$ cat src/rtl/exc_ctrl_if.sv
// Decoder <-> exception-control bundle.
// Purpose : carries the exception request/cause/ERET inputs and the
//           ack/redirect/flush/MRS outputs of exc_ctrl as one port.
// Latency : n/a (wires only).
// Backpressure: none; ExcAck is a one-cycle pulse, not a handshake.
// Ports (slave = exc_ctrl side):
//   in : Exc, EStatus[3:0], ERet, PC_exc[N-1:0], mrs_sel[1:0]
//   out: ExcAck, redirect, pc_target[N-1:0], flush, in_handler, mrs_data[N-1:0]
interface exc_ctrl_if #(
  parameter int N = 64
);
  logic         Exc;
  logic [3:0]   EStatus;
  logic         ERet;
  logic [N-1:0] PC_exc;
  logic [1:0]   mrs_sel;
  logic         ExcAck;
  logic         redirect;
  logic [N-1:0] pc_target;
  logic         flush;
  logic         in_handler;
  logic [N-1:0] mrs_data;

  // Decoder / fetch side.
  modport master (
    output Exc, EStatus, ERet, PC_exc, mrs_sel,
    input  ExcAck, redirect, pc_target, flush, in_handler, mrs_data
  );

  // Exception control stage.
  modport slave (
    input  Exc, EStatus, ERet, PC_exc, mrs_sel,
    output ExcAck, redirect, pc_target, flush, in_handler, mrs_data
  );
endinterface

$ cat src/rtl/exc_ctrl.sv
// Exception control stage.
// Purpose : latches ELR/ESR on exception entry, redirects fetch to the
//           handler vector and back to ELR on ERET, serves MRS reads.
// Latency : entry ack/redirect one cycle after Exc is sampled in IDLE;
//           ERET redirect is combinational in the same cycle.
// Backpressure: none; requests arriving while in a handler are not queued,
//           they only set the lost-exception sticky bit ESR[8].
// Ports:
//   clk    - rising-edge clock
//   reset  - synchronous, active-high
//   bus    - exc_ctrl_if.slave (decoder inputs, fetch/MRS outputs)
// Build option: define EXC_COUNTER_EN to add a saturating 16-bit count of
//   exceptions taken, readable with mrs_sel = 2'b10.
module exc_ctrl #(
  parameter int           N          = 64,
  parameter logic [N-1:0] EXC_VECTOR = {{(N-8){1'b0}}, 8'hD8}
) (
  input  logic          clk,
  input  logic          reset,
  exc_ctrl_if.slave     bus
);

  typedef enum logic [1:0] {
    S_IDLE    = 2'd0,
    S_ACK     = 2'd1,
    S_HANDLER = 2'd2
  } state_e;

  state_e       state_q, state_d;
  logic [N-1:0] elr_q, elr_d;
  logic [3:0]   cause_q, cause_d;
  logic         lost_q, lost_d;

  logic         ack;
  logic         redir;
  logic [N-1:0] target;
  logic         flush_c;
  logic         in_hdl;
  logic [N-1:0] esr;
  logic [N-1:0] cnt_ext;
  logic [N-1:0] mrs;

`ifdef EXC_COUNTER_EN
  logic [15:0]  count_q, count_d;
`endif

  // ---------------------------------------------------------------------
  // State and system registers
  // ---------------------------------------------------------------------
  always_ff @(posedge clk) begin
    if (reset) begin
      state_q <= S_IDLE;
      elr_q   <= '0;
      cause_q <= '0;
      lost_q  <= 1'b0;
`ifdef EXC_COUNTER_EN
      count_q <= '0;
`endif
    end else begin
      state_q <= state_d;
      elr_q   <= elr_d;
      cause_q <= cause_d;
      lost_q  <= lost_d;
`ifdef EXC_COUNTER_EN
      count_q <= count_d;
`endif
    end
  end

  // ---------------------------------------------------------------------
  // Next state and outputs
  // ---------------------------------------------------------------------
  always_comb begin
    state_d = state_q;
    elr_d   = elr_q;
    cause_d = cause_q;
    lost_d  = lost_q;
`ifdef EXC_COUNTER_EN
    count_d = count_q;
`endif
    ack     = 1'b0;
    redir   = 1'b0;
    target  = '0;
    flush_c = 1'b0;
    in_hdl  = 1'b0;

    unique case (state_q)
      S_IDLE: begin
        // A request beats a coincident ERET here: there is nothing to
        // return from, so ERET is simply dropped.
        if (bus.Exc) begin
          state_d = S_ACK;
          elr_d   = bus.PC_exc;
          cause_d = bus.EStatus;
          lost_d  = 1'b0;
`ifdef EXC_COUNTER_EN
          if (count_q != 16'hFFFF) begin
            count_d = count_q + 16'd1;
          end
`endif
        end
      end

      S_ACK: begin
        ack     = 1'b1;
        redir   = 1'b1;
        target  = EXC_VECTOR;
        flush_c = 1'b1;
        state_d = S_HANDLER;
      end

      S_HANDLER: begin
        in_hdl = 1'b1;
        if (bus.ERet) begin
          // Return wins over a new request; a level-held IRQ is picked
          // up again from IDLE on the next cycle.
          redir   = 1'b1;
          target  = elr_q;
          flush_c = 1'b1;
          state_d = S_IDLE;
        end else if (bus.Exc) begin
          // No nesting: remember that a request was dropped.
          lost_d = 1'b1;
        end
      end

      default: begin
        state_d = S_IDLE;
      end
    endcase
  end

  // ---------------------------------------------------------------------
  // MRS read path (current register contents, before any update)
  // ---------------------------------------------------------------------
  assign esr = {{(N-9){1'b0}}, lost_q, 4'b0000, cause_q};

`ifdef EXC_COUNTER_EN
  assign cnt_ext = {{(N-16){1'b0}}, count_q};
`else
  assign cnt_ext = '0;
`endif

  always_comb begin
    mrs = '0;
    unique case (bus.mrs_sel)
      2'b00:   mrs = elr_q;
      2'b01:   mrs = esr;
      2'b10:   mrs = cnt_ext;
      default: mrs = '0;
    endcase
  end

  assign bus.ExcAck     = ack;
  assign bus.redirect   = redir;
  assign bus.pc_target  = target;
  assign bus.flush      = flush_c;
  assign bus.in_handler = in_hdl;
  assign bus.mrs_data   = mrs;

endmodule

$ cat src/flat_wrapper.sv
// flat-port wrapper written by rule: the top's interface ports become plain ports
module exc_ctrl_flat 
#(
  parameter int           N          = 64,
  parameter logic [N-1:0] EXC_VECTOR = {{(N-8){1'b0}}, 8'hD8}
)
  (clk, reset, bus_Exc, bus_EStatus, bus_ERet, bus_PC_exc, bus_mrs_sel, bus_ExcAck, bus_redirect, bus_pc_target, bus_flush, bus_in_handler, bus_mrs_data);
  exc_ctrl_if #(.N(N)) bus_i ();
  input  logic clk;
  input  logic reset;
  input wire logic [$bits(bus_i.Exc)-1:0] bus_Exc;
  input wire logic [$bits(bus_i.EStatus)-1:0] bus_EStatus;
  input wire logic [$bits(bus_i.ERet)-1:0] bus_ERet;
  input wire logic [$bits(bus_i.PC_exc)-1:0] bus_PC_exc;
  input wire logic [$bits(bus_i.mrs_sel)-1:0] bus_mrs_sel;
  output wire logic [$bits(bus_i.ExcAck)-1:0] bus_ExcAck;
  output wire logic [$bits(bus_i.redirect)-1:0] bus_redirect;
  output wire logic [$bits(bus_i.pc_target)-1:0] bus_pc_target;
  output wire logic [$bits(bus_i.flush)-1:0] bus_flush;
  output wire logic [$bits(bus_i.in_handler)-1:0] bus_in_handler;
  output wire logic [$bits(bus_i.mrs_data)-1:0] bus_mrs_data;
  assign bus_i.Exc = bus_Exc;
  assign bus_i.EStatus = bus_EStatus;
  assign bus_i.ERet = bus_ERet;
  assign bus_i.PC_exc = bus_PC_exc;
  assign bus_i.mrs_sel = bus_mrs_sel;
  assign bus_ExcAck = bus_i.ExcAck;
  assign bus_redirect = bus_i.redirect;
  assign bus_pc_target = bus_i.pc_target;
  assign bus_flush = bus_i.flush;
  assign bus_in_handler = bus_i.in_handler;
  assign bus_mrs_data = bus_i.mrs_data;
  exc_ctrl #(.N(N), .EXC_VECTOR(EXC_VECTOR)) u_core (.clk(clk), .reset(reset), .bus(bus_i));
endmodule
$ cat config.mk
export PLATFORM = sky130hd
export DESIGN_NAME = exc_ctrl_flat
export DESIGN_NICKNAME = d
export VERILOG_FILES = /design/src/rtl/exc_ctrl_if.sv /design/src/rtl/exc_ctrl.sv /design/src/flat_wrapper.sv
export SDC_FILE = /design/constraint.sdc
export NUM_CORES = 1
export LEC_CHECK = 0
export BUFFER_PORTS_ARGS = -buffer_cell sky130_fd_sc_hd__buf_2
export CORE_MARGIN = 3
export CORE_UTILIZATION = 30
export DETAILED_ROUTE_END_ITERATION = 16
export GPL_ROUTABILITY_DRIVEN = 0
export SLEW_MARGIN = 25
export SYNTH_ARGS = -nofsm -noshare
export SYNTH_HDL_FRONTEND = slang
export SYNTH_SLANG_ARGS = --single-unit
$ cat constraint.sdc
create_clock -name clk -period 3.6 [get_ports clk]
set_clock_uncertainty 0.05 [all_clocks]
set_input_delay 0.36 -clock clk [delete_from_list [all_inputs] [get_ports clk]]
set_output_delay 0.36 -clock clk [all_outputs]
set_load 0.03 [all_outputs]
Yosys cells after proc, flatten, opt, wreduce, memory -nomap -nowiden
Index checks and enable logic that the tools add are counted.
{ "op_classes": {"muxes": 14, "n_eq_ne": 7, "n_reduce_logical": 6} }
{ "ops": {"columns": ["cell", "count"], "rows": [
  ["$pmux W64 S2", 2],
  ["$mux W64", 1],
  ["$ne A2 B2 Y1 const B", 4],
  ["$mux W1", 6],
  ["$pmux W2 S3", 1],
  ["$eq A2 B1 Y1 const B", 2],
  ["$logic_not A2 Y1", 2],
  ["$mux W2", 2],
  ["$pmux W1 S2", 2],
  ["$reduce_and A2 Y1", 2],
  ["$reduce_and A4 Y1", 1],
  ["$eq A2 B2 Y1 const B", 1],
  ["$reduce_bool A2 Y1", 1]
]} }
{ "totals": {"in_bits": 74, "elab_cells": 31, "register_bits": 71, "out_inout_bits": 132} }

Depth between registers and ports, before layout
Gate-level depths: netlist of the first run.
{ "logic_depth": {"ltp_word": 3, "depth_mapped": 8, "mapped_depth_nobuf": 5} }

Worst setup path before layout of the first run
OpenSTA, ideal clock, no wires.
{ "synth_path": {"path_kind": "reg-to-output", "startpoint": "register u_core.state_q[0]", "endpoint": "output port bus_pc_target[42]", "path_stages_with_launch": 7, "n_path_buf": 2, "arrival_time_ns": 1.519, "slack_ns": 1.671, "cell_sequence": "dfxtp_1 inv_1 ha_1 and3_4 buf_6 clkbuf_2 and2_1"} }
{ "synth_between": {"elab_chain_len": 2, "elab_cells_between_ends": 3} }
{ "synth_rtl": {"columns": ["element", "line", "source"], "rows": [
  ["start: declaration", "exc_ctrl.sv:29", "state_e state_q, state_d;"],
  ["start signal: assignment", "exc_ctrl.sv:60", "state_q <= state_d;"],
  ["$eq A2 B2 Y1 / $eq A2 B1 Y1 (equally long branches)", "exc_ctrl.sv:87", "unique case (state_q)"],
  ["$pmux W64 S2 *", "exc_ctrl.sv:87", null],
  ["end: declaration", "flat_wrapper.sv:18", "output wire logic [$bits(bus_i.pc_target)-1:0] bus_pc_target;"]
]} }
Mark *: on every way between the ends. The rest lies on a longest branch, timed or not.

Worst setup path in the final report of the first run
{ "layout_path": {"startpoint": "register u_core.state_q[0]", "endpoint": "output port bus_pc_target[29]"} }
The elaborated chain is that of the path after synthesis.

==> results of run 1 <==
==> worst register-to-register path, cell delays in order, from the launching register on <==
cell,delay (ps)
dfxtp_1,390
inv_1,100
ha_1,250
nand2_2,650
buf_4,420
nand2_1,100
a21oi_1,140
==> power by group <==
group          leakage, µW  internal, µW  switching [µW]  total (µW)
Clock             0.000142           502             326         828
Combinational      0.00178           118             218         336
Sequential        0.000583           846            39.7         886
==> metrics by stage <==
stage / hold slack, ps / util [%] / setup WS, ps
floorplan: 386 / - / 1670
global route: 209 / 43.7 / 894
global placement: 399 / 40.8 / 1410
CTS: 204 / 43.4 / 1050
detailed placement: 406 / 40.8 / 1340
finish: 221 / 43.7 / 1080
==> registers in the layout, summed over array words and instances (netlist names) <==
name / count
u_core.elr_q: 64
u_core.state_q: 2
u_core.cause_q: 4
u_core.lost_q: 1
==> synthesized netlist by cell type (4+ instances only) <==
cell      instances
a21oi_1          71
a31oi_1           4
and2_1          120
buf_2             7
buf_6             4
clkbuf_1         20
dfxtp_1          71
ha_1              5
mux2i_1           5
nand2_1         137
nor2_1            5
nor2b_1           4
==> worst max-delay path by stage <==
stage	start	endpoint	slack [ps]	cells past startpoint
finish	u_core.state_q[0]$_SDFFE_PP0P_	bus_pc_target[29]	1080	5
global route	u_core.state_q[0]$_SDFFE_PP0P_	bus_pc_target[34]	890	5
CTS	u_core.state_q[0]$_SDFFE_PP0P_	bus_pc_target[29]	1050	5
detailed placement	bus_mrs_sel[0]	bus_mrs_data[63]	1340	4
global placement	bus_mrs_sel[0]	bus_mrs_data[63]	1410	4
floorplan	u_core.state_q[0]$_SDFFE_PP0P_	bus_pc_target[42]	1670	6
==> per-layer routing <==
layer / global-route usage (%) / wire length [µm] / up-vias
li1: - / - / 1852
met1: 18.8 / 4370 / 1652
met2: 27.0 / 5000 / 144
met3: 3.91 / 816 / 18
met4: 5.78 / 195 / 0
met5: 0 / 0 / -
==> cells in the final DEF (no fill, tap or decap), drive strengths merged, types with 2 or more instances in the layout <==
master	count
a21oi	71
a31oi	4
and2	120
and3	2
buf	209
clkbuf	11
clkinv	3
dfxtp	71
ha	5
inv	4
mux2i	5
nand2	137
nand2b	2
nor2	6
nor2b	4
==> cell families after synthesis <==
group                      after synthesis
AOI/OAI and AO/OA                       79
adders and majority gates                5
and+or+nand+nor                        273
muxes                                    5
DFF                                     71
buffers and inverters                   40
==> layout make-up <==
cell class	instances	area, µm²
fillers	1151	6270
diodes	1	2.50
flip-flops and latches	71	1420
inverters	3	11.3
clock inverters	5	31.3
well taps	140	175
repair buffers	209	1080
clock buffers	11	253
multi-input cells	362	1890
==> out/qor.txt, run 1 <==
outcome - finished, final reports clean
async set-or-reset flop fraction in the synthesized netlist - 0%
remaining global-route overflow - 0
worst-path cell chain - inv_1 -> ha_1 -> and3_4 -> and2_1 -> buf_2
period utilization - 70.1%
predominant post-synthesis flop cell - dfxtp_1
Synth Area in XOR/XNOR - 0%
largest cells by area after synthesis - dfxtp_1, and2_1, nand2_1
WP data arrival - 2110 ps
clock sink count - 71
largest family of logic cells by synthesized area - simple AND/OR/NAND/NOR gates
Setup-failing EPs final - 0
Starting Density - 31.5%
DR WL/cell - 12.9 µm
VDD IR max - 0.203 mV
WL final - 10400 µm
worst r2r src - u_core.state_q[0]$_SDFFE_PP0P_
Worst-Margin Slew - 871 ps
cell total after placement - 784
dpl cell area - 4540 µm²
Yosys top cell by area - dfxtp_1
Hold Path Origin - bus_PC_exc[28]
htree depth - 3
CORE AREA - 11100 µm²
EDFF count, synth - 0
Worst R2R End - u_core.elr_q[52]$_SDFFE_PP0P_
initial antenna violation count - 1
critical path's largest stage delay - 520 ps
Hold Path End - u_core.elr_q[28]$_SDFFE_PP0P_
port bufs - 205
Worst setup EP type - primary output
nets - 735
cts repair resizes - 0
TritonCTS clock tree - done
area of the mapped netlist - 3500 µm²
Finished Layout Cells - 802
share of cells above drive strength 1 - 34.6%
vias in the first global route - 3513
setup TNS - 0 ps
chip width - 114 µm
antenna viol nets, final - 0
post-synthesis cell type count - 26
mux cell area share after synthesis - 1.43%
post-route cell area - 4860 µm²
post-synthesis compound-gate area fraction - 11.6%
final hold viol count - 0
Residual DRC - 0
first-pass GRT wire length - 16700 µm
CP Class - reg -> out
Worst Hold Class - in -> reg
Max Cap Viol - 0
Mapped Cells - 473
Synth Area in Simple Gates - 38.9%
#FFs+latches synth - 71
CTS clk-pin slew, worst paths - 60 ps
WP buf/inv - 2
Num CTS Buffers - 9
Post-Syn Nets - 552
Seq/Total Area, Yosys - 40.6%
total chip power - 2050 µW
post-synth top area share - 40.6%
area delta synth->final - 38.6%
leakage power - 0.00251 µW
Req. time, crit path - 3190 ps
CP startpoint kind - register
delay-heaviest family, CP - simple AND/OR/NAND/NOR gates
YS warnings - 0
Power per Cell Area - 422 nW/µm²
hold buffers post-CTS - 0
largest net degree at the start of global routing - 60
Die Ht - 114 µm
RSZ-0062 raised after global routing - no
fin crit period - 2520 ps
vias per inst - 4.57
adder-cell share of the synthesized area - 1.79%
Syn Area/Cell - 7.41 µm²
Max Slew Vio Count - 0
Bufs on Longest Clock Path - 2
Root Buffer - clkbuf_16
Slowest-stage cell, CP - and3_4
Rows - 38
R2R setup slack - 1420 ps
DR iter-0 viols - 126
GRT Util Overall - 15.7%
crit-path max FO - 59
drt pass-1 iters - 4
I/O pin total - 206
postcts setup bufs - 0
clock latency on the worst-skew pair - 320 ps
max_slew headroom - 41.7%
fmax - 396 MHz
r2r worst-path depth - 6
detailed placer's ending HPWL - 7450 µm
hold path depth - 3
Die ar. - 13000 µm²
via count - 3666
No activity file was read; power rests on OpenSTA's default activity.
==> inputs of run 2 (changes only) <==
Clock period 3.6 ns to 2.6 ns, I/O delays scaled along.
==> out/qor.txt, run 2 (same netlist as run 1, synthesis figures left out) <==
final hold viol count - 0 (unchanged)
Regs by FF count - u_core.elr_q (64), u_core.cause_q (4), u_core.state_q (2) (unchanged)
area of the multi-input gates - 1890 µm² (about the same)
Fillers - 1170 (was 1151)
first-pass GRT wire length - 16500 µm (was 16700 µm)
fmax - 411 MHz
TritonCTS clock tree - done (unchanged)
clock latency on the worst-skew pair - 320 ps (about the same)
VDD IR max - 0.237 mV (was 0.203 mV)
RSZ-0062 raised after global routing - no (unchanged)
Root Buffer - clkbuf_16 (unchanged)
Post-Place Worst Slack - 461 ps (was 1340 ps)
Most flops, register - u_core.elr_q (unchanged)
Rows - 38 (unchanged)
Max Slew Vio Count - 0 (unchanged)
CORE AREA - 11100 µm² (unchanged)
most frequent cells in the layout - buf_2, nand2_1, and2_1 (unchanged)
htree depth - 3 (unchanged)
period utilization - 93.7%
antenna viol nets, final - 0 (unchanged)
worst-path cell chain - inv_1 -> ha_1 -> and3_4 -> and2_4 -> buf_2 (was inv_1 -> ha_1 -> and3_4 -> and2_1 -> buf_2)
outcome - finished, final reports clean (unchanged)
CP Class - reg -> out (unchanged)
fin crit period - 2440 ps
Req. time, crit path - 2290 ps (was 3190 ps)
CTS clk-pin slew, worst paths - 60 ps (about the same)
Power per Cell Area - 580 nW/µm² (was 422 nW/µm²)
clock sink count - 71 (unchanged)
Worst Hold Class - in -> reg (unchanged)
Residual DRC - 0 (unchanged)
port bufs - 205 (unchanged)
Finished Core Util - 43.9% (was 43.7%)
Die ar. - 13000 µm² (unchanged)
vias per inst - 4.53 (was 4.57)
vias in the first global route - 3468 (was 3513)
Max Cap Viol - 0 (unchanged)
crit-path max FO - 59 (unchanged)
drt pass-1 iters - 4 (unchanged)
detailed placer's ending HPWL - 7550 µm (was 7450 µm)
nets - 738 (was 735)
max FFs per register - 64 (unchanged)
initial antenna violation count - 0 (was 1)
GRT Util Overall - 15.6% (was 15.7%)
Num CTS Buffers - 9 (unchanged)
leakage power - 0.00252 µW (was 0.00251 µW)
via count - 3629 (was 3666)
DR iter-0 viols - 178 (was 126)
Die Ht - 114 µm (unchanged)
share of cells above drive strength 1 - 34.8% (was 34.6%)
Starting Density - 31.5% (unchanged)
Bufs on Longest Clock Path - 2 (unchanged)
Worst-Margin Slew - 720 ps (was 871 ps)
remaining global-route overflow - 0 (unchanged)
chip width - 114 µm (unchanged)
ant diodes - 0 (was 1)
Worst setup EP type - primary output (unchanged)
WP data arrival - 2130 ps (was 2110 ps)
WL final - 10400 µm (about the same)
area delta synth->final - 39.4% (was 38.6%)
critical path's largest stage delay - 540 ps (was 520 ps)
setup TNS - 0 ps (unchanged)
I/O pin total - 206 (unchanged)
Slowest-stage cell, CP - and3_4 (unchanged)
DR WL/cell - 12.9 µm (about the same)
final worst slack - 164 ps (was 1080 ps)
largest net degree at the start of global routing - 60 (unchanged)
max_slew headroom - 52.0% (was 41.7%)
most common cell after layout, fill and taps aside - buf_2 (unchanged)
CP startpoint kind - register (unchanged)
Storage cell area - 1420 µm² (unchanged)
Setup-failing EPs final - 0 (unchanged)
postcts setup bufs - 0 (unchanged)
run 2: per-stage QoR:
step           std cells  instance area (µm²)  hold slack (ps)  power [µW]
4_1_cts              801                 4880              105        2890
3_3_place_gp         788                 4610              399        1720
3_5_place_dp         788                 4610              403        1730
6_report             801                 4880              124        2830
2_1_floorplan        473                 3500              346        1570
5_1_grt              801                 4880              117        2990
run 2: final timing paths:
| path | startpoint | endpoint | slack, ps | depth (start not counted) |
|---|---|---|---|---|
| setup reg to reg | u_core.state_q[0]$_SDFFE_PP0P_ | u_core.elr_q[43]$_SDFFE_PP0P_ | 880 | 6 |
| setup / recovery | u_core.state_q[0]$_SDFFE_PP0P_ | bus_pc_target[63] | 160 | 5 |
| hold reg to reg | u_core.elr_q[23]$_SDFFE_PP0P_ | u_core.elr_q[23]$_SDFFE_PP0P_ | 410 | 2 |
| hold / removal | bus_PC_exc[6] | u_core.elr_q[6]$_SDFFE_PP0P_ | 120 | 3 |
run 2: layout make-up:
type | count | area share, %
Tap cell | 140 | 3.59
Clock inverter | 1 | 0.102
Inverter | 3 | 0.231
Timing Repair Buffer | 212 | 22.8
Clock buffer | 12 | 5.46
Sequential cell | 71 | 29.1
Multi-Input combinational cell | 362 | 38.7
run 2: critical path: cells and delay by family (launching register included):
kind,cells,cell delay [ps]
AND/OR/NAND/NOR,2,770
flip-flops,1,380
adder cells (fa/ha/maj),1,360
buffers and inverters,2,290
run 2: layer usage:
metal / global-route usage, % / part of all wire [%] / vias to the layer above
li1: - / - / 1858
met3: 4.12 / 7.4 / 10
met2: 27.6 / 49 / 131
met4: 3.80 / 0.94 / 0
met5: 0 / 0 / -
met1: 18.8 / 42 / 1630
run 2: report_power, final:
| group | internal [µW] | switching (µW) | total [µW] |
|---|---|---|---|
| sequential | 1170 | 52.4 | 1220 |
| clock | 706 | 421 | 1130 |
| combinational | 175 | 307 | 482 |
run 2: what timing repair did:
item                       in CTS  in global routing
setup endpoints to repair       0                  1
gates resized for setup         0                  1
hold buffers                    0                  0
==> inputs of run 3 (changes only) <==
Settings changed: ABC_AREA set to 1, CELL_PAD_IN_SITES_DETAIL_PLACEMENT set to 1, CELL_PAD_IN_SITES_GLOBAL_PLACEMENT set to 2, CORE_UTILIZATION 30 to 21, GPL_TIMING_DRIVEN set to 0, PLACE_DENSITY_LB_ADDON set to 0.1.
==> out/qor.txt, run 3 <==
outcome - finished, final reports clean (unchanged)
I/O pin total - 206 (unchanged)
Req. time, crit path - 2290 ps (about the same)
WP data arrival - 2100 ps (was 2130 ps)
Yosys top cell by area - dfxtp_1 (unchanged)
Reg power frac - 37.8% (was 43.2%)
nets - 782 (was 738)
final hold viol count - 0 (unchanged)
CP Class - reg -> out (unchanged)
Worst Hold Class - in -> reg (unchanged)
period utilization - 92.5% (was 93.7%)
setup TNS - 0 ps (unchanged)
Max Cap Viol - 0 (unchanged)
async set-or-reset flop fraction in the synthesized netlist - 0% (unchanged)
Internal Power - 2170 µW (was 2050 µW)
chip width - 133 µm (was 114 µm)
share of cells above drive strength 1 - 35.3% (was 34.8%)
Starting Density - 21.8% (was 31.5%)
Slowest-stage cell, CP - clkbuf_1 (was and3_4)
most frequent cells in the layout - buf_2, a21oi_1, inv_1, dfxtp_1, nor2_1 (was buf_2, nand2_1, and2_1)
clock latency on the worst-skew pair - 340 ps (was 320 ps)
via count - 4010 (was 3629)
antenna viol nets, final - 0 (unchanged)
Seq/Total Area, Yosys - 42.1% (was 40.6%)
Switching Fraction - 35.3% (was 27.5%)
#FFs+latches synth - 71 (unchanged)
Die Ht - 133 µm (was 114 µm)
DR iter-0 viols - 106 (was 178)
clock sink count - 71 (unchanged)
Max Slew Vio Count - 0 (unchanged)
CTS clk-pin slew, worst paths - 60 ps (about the same)
EDFF count, synth - 0 (unchanged)
post-synthesis cell type count - 20 (was 26)
area of the mapped netlist - 3380 µm² (was 3500 µm²)
Setup-failing EPs final - 0 (unchanged)
Mapped Cells - 487 (was 473)
most common cell in the netlist - a21oi_1 (was nand2_1)
Finished Core Util - 31.9% (was 43.9%)
largest cells by area after synthesis - dfxtp_1, a21oi_1, nor3_1 (was dfxtp_1, and2_1, nand2_1)
vias per inst - 4.37 (was 4.53)
Num CTS Buffers - 9 (unchanged)
predominant post-synthesis flop cell - dfxtp_1 (unchanged)
Bufs on Longest Clock Path - 2 (unchanged)
first-pass GRT wire length - 23700 µm (was 16500 µm)
Comb pwr share - 27.7% (was 17.0%)
CP startpoint kind - register (unchanged)
Worst setup EP type - primary output (unchanged)
TritonCTS clock tree - done (unchanged)
Residual DRC - 0 (unchanged)
RSZ-0062 raised after global routing - no (unchanged)
detailed placer's ending HPWL - 11600 µm (was 7550 µm)
Most flops, register - u_core.elr_q (unchanged)
GRT Util Overall - 17.3% (was 15.6%)
YS warnings - 0 (unchanged)
Power per Cell Area - 677 nW/µm² (was 580 nW/µm²)
max FFs per register - 64 (unchanged)
Syn Area/Cell - 6.93 µm² (was 7.41 µm²)
ant diodes - 0 (unchanged)
DR WL/cell - 16.7 µm (was 12.9 µm)
worst-path cell chain - inv_1 -> ha_1 -> nand2_1 -> clkbuf_1 -> nor3_1 -> buf_2 (was inv_1 -> ha_1 -> and3_4 -> and2_4 -> buf_2)
vias in the first global route - 4307 (was 3468)
drt pass-1 iters - 4 (unchanged)
area delta synth->final - 46.5% (was 39.4%)
Rows - 45 (was 38)
critical path's largest stage delay - 460 ps (was 540 ps)
Post-synth top cells - a21oi_1, dfxtp_1, inv_1 (was nand2_1, and2_1, a21oi_1, dfxtp_1, clkbuf_1)
Post-Syn Nets - 566 (was 552)
crit-path max FO - 10 (was 59)
fmax - 416 MHz (was 411 MHz)
postcts setup bufs - 0 (unchanged)
leakage power - 0.00243 µW (was 0.00252 µW)
htree depth - 3 (unchanged)
Worst-Margin Slew - 571 ps (was 720 ps)
fin crit period - 2410 ps (was 2440 ps)
Regs by FF count - u_core.elr_q (64), u_core.cause_q (4), u_core.state_q (2) (unchanged)
Psw - 1180 µW (was 780 µW)
max_slew headroom - 62.0% (was 52.0%)
Root Buffer - clkbuf_16 (unchanged)
hold buffers post-CTS - 0 (unchanged)
WL final - 15300 µm (was 10400 µm)
post-synth top area share - 42.1% (was 40.6%)
largest net degree at the start of global routing - 11 (was 60)
port bufs - 205 (unchanged)
VDD IR max - 0.294 mV (was 0.237 mV)
Die ar. - 17600 µm² (was 13000 µm²)
remaining global-route overflow - 0 (unchanged)
initial antenna violation count - 1 (was 0)
CORE AREA - 15500 µm² (was 11100 µm²)
most common cell after layout, fill and taps aside - buf_2 (unchanged)
Clock power frac - 34.5% (was 39.8%)
## run 3: worst paths after layout
kind | startpoint | end | slack [ps] | depth (start not counted)
worst max-delay path | u_core.state_q[0]$_SDFFE_PP0P_ | bus_pc_target[25] | 190 | 6
worst min-delay path | reset | u_core.state_q[0]$_SDFFE_PP0P_ | 80 | 2
worst max register to register | u_core.state_q[0]$_SDFFE_PP0P_ | u_core.elr_q[3]$_SDFFE_PP0P_ | 770 | 6
worst min register to register | u_core.lost_q$_SDFFE_PP0P_ | u_core.lost_q$_SDFFE_PP0P_ | 410 | 2
## run 3: final cells by class
type | instances | area (µm²)
plain buffers | 41 | 241
clock buffers | 13 | 260
clock inverters | 1 | 5.00
fillers | 2035 | 10500
inverters | 74 | 278
multi-input cells | 301 | 1450
flip-flops and latches | 71 | 1420
well taps | 211 | 264
repair buffers | 205 | 1030
## run 3: power groups by stage
stage	Clock (µW)	Combinational, µW	Sequential (µW)
CTS	1190	940	1270
global route	1230	1040	1280
floorplan	0	600	1280
detailed placement	0	935	1290
global placement	0	919	1290
finish	1160	926	1270
## run 3: stage by stage
step | hold WS (ps) | area (µm²) | cells | setup WS, ps | power [µW]
6_report | 80.6 | 4940 | 917 | 194 | 3350
2_1_floorplan | 279 | 3380 | 487 | 507 | 1880
5_1_grt | 97.1 | 4940 | 917 | 23.2 | 3550
3_3_place_gp | 404 | 4670 | 903 | 190 | 2200
3_5_place_dp | 405 | 4670 | 903 | 132 | 2220
4_1_cts | 73.2 | 4930 | 917 | 45.8 | 3390
## run 3: kinds of logic after synthesis
family / count (synthesis) / synth area share [%]
and+or+nand+nor: 151 / 19.5
AOI/OAI and AO/OA: 145 / 21.6
buffers and inverters: 115 / 15.0
adders and majority gates: 5 / 1.85
DFF: 71 / 42.1
## run 3: metal layers
layer / share of wire [%] / track usage, % / vias up
met5: 0.085 / 0 / -
met4: 2.2 / 6.52 / 2
met3: 6.8 / 5.02 / 21
met2: 44 / 27.3 / 142
met1: 46 / 22.3 / 1842
li1: - / - / 2003
## run 3: timing repair
item | in CTS | in global routing
cloned | 0 | 0
resized for setup | 2 | 15
endpoints found under the setup margin | 11 | 29
hold endpoints to repair | 0 | 0
## run 3: worst max-delay path, delay by kind of cell, from the launching register on
kind                       cells  cell delay, ps
adders and majority gates      1             220
buffers and inverters          3             770
DFF                            1             380
and+or+nand+nor                2             380
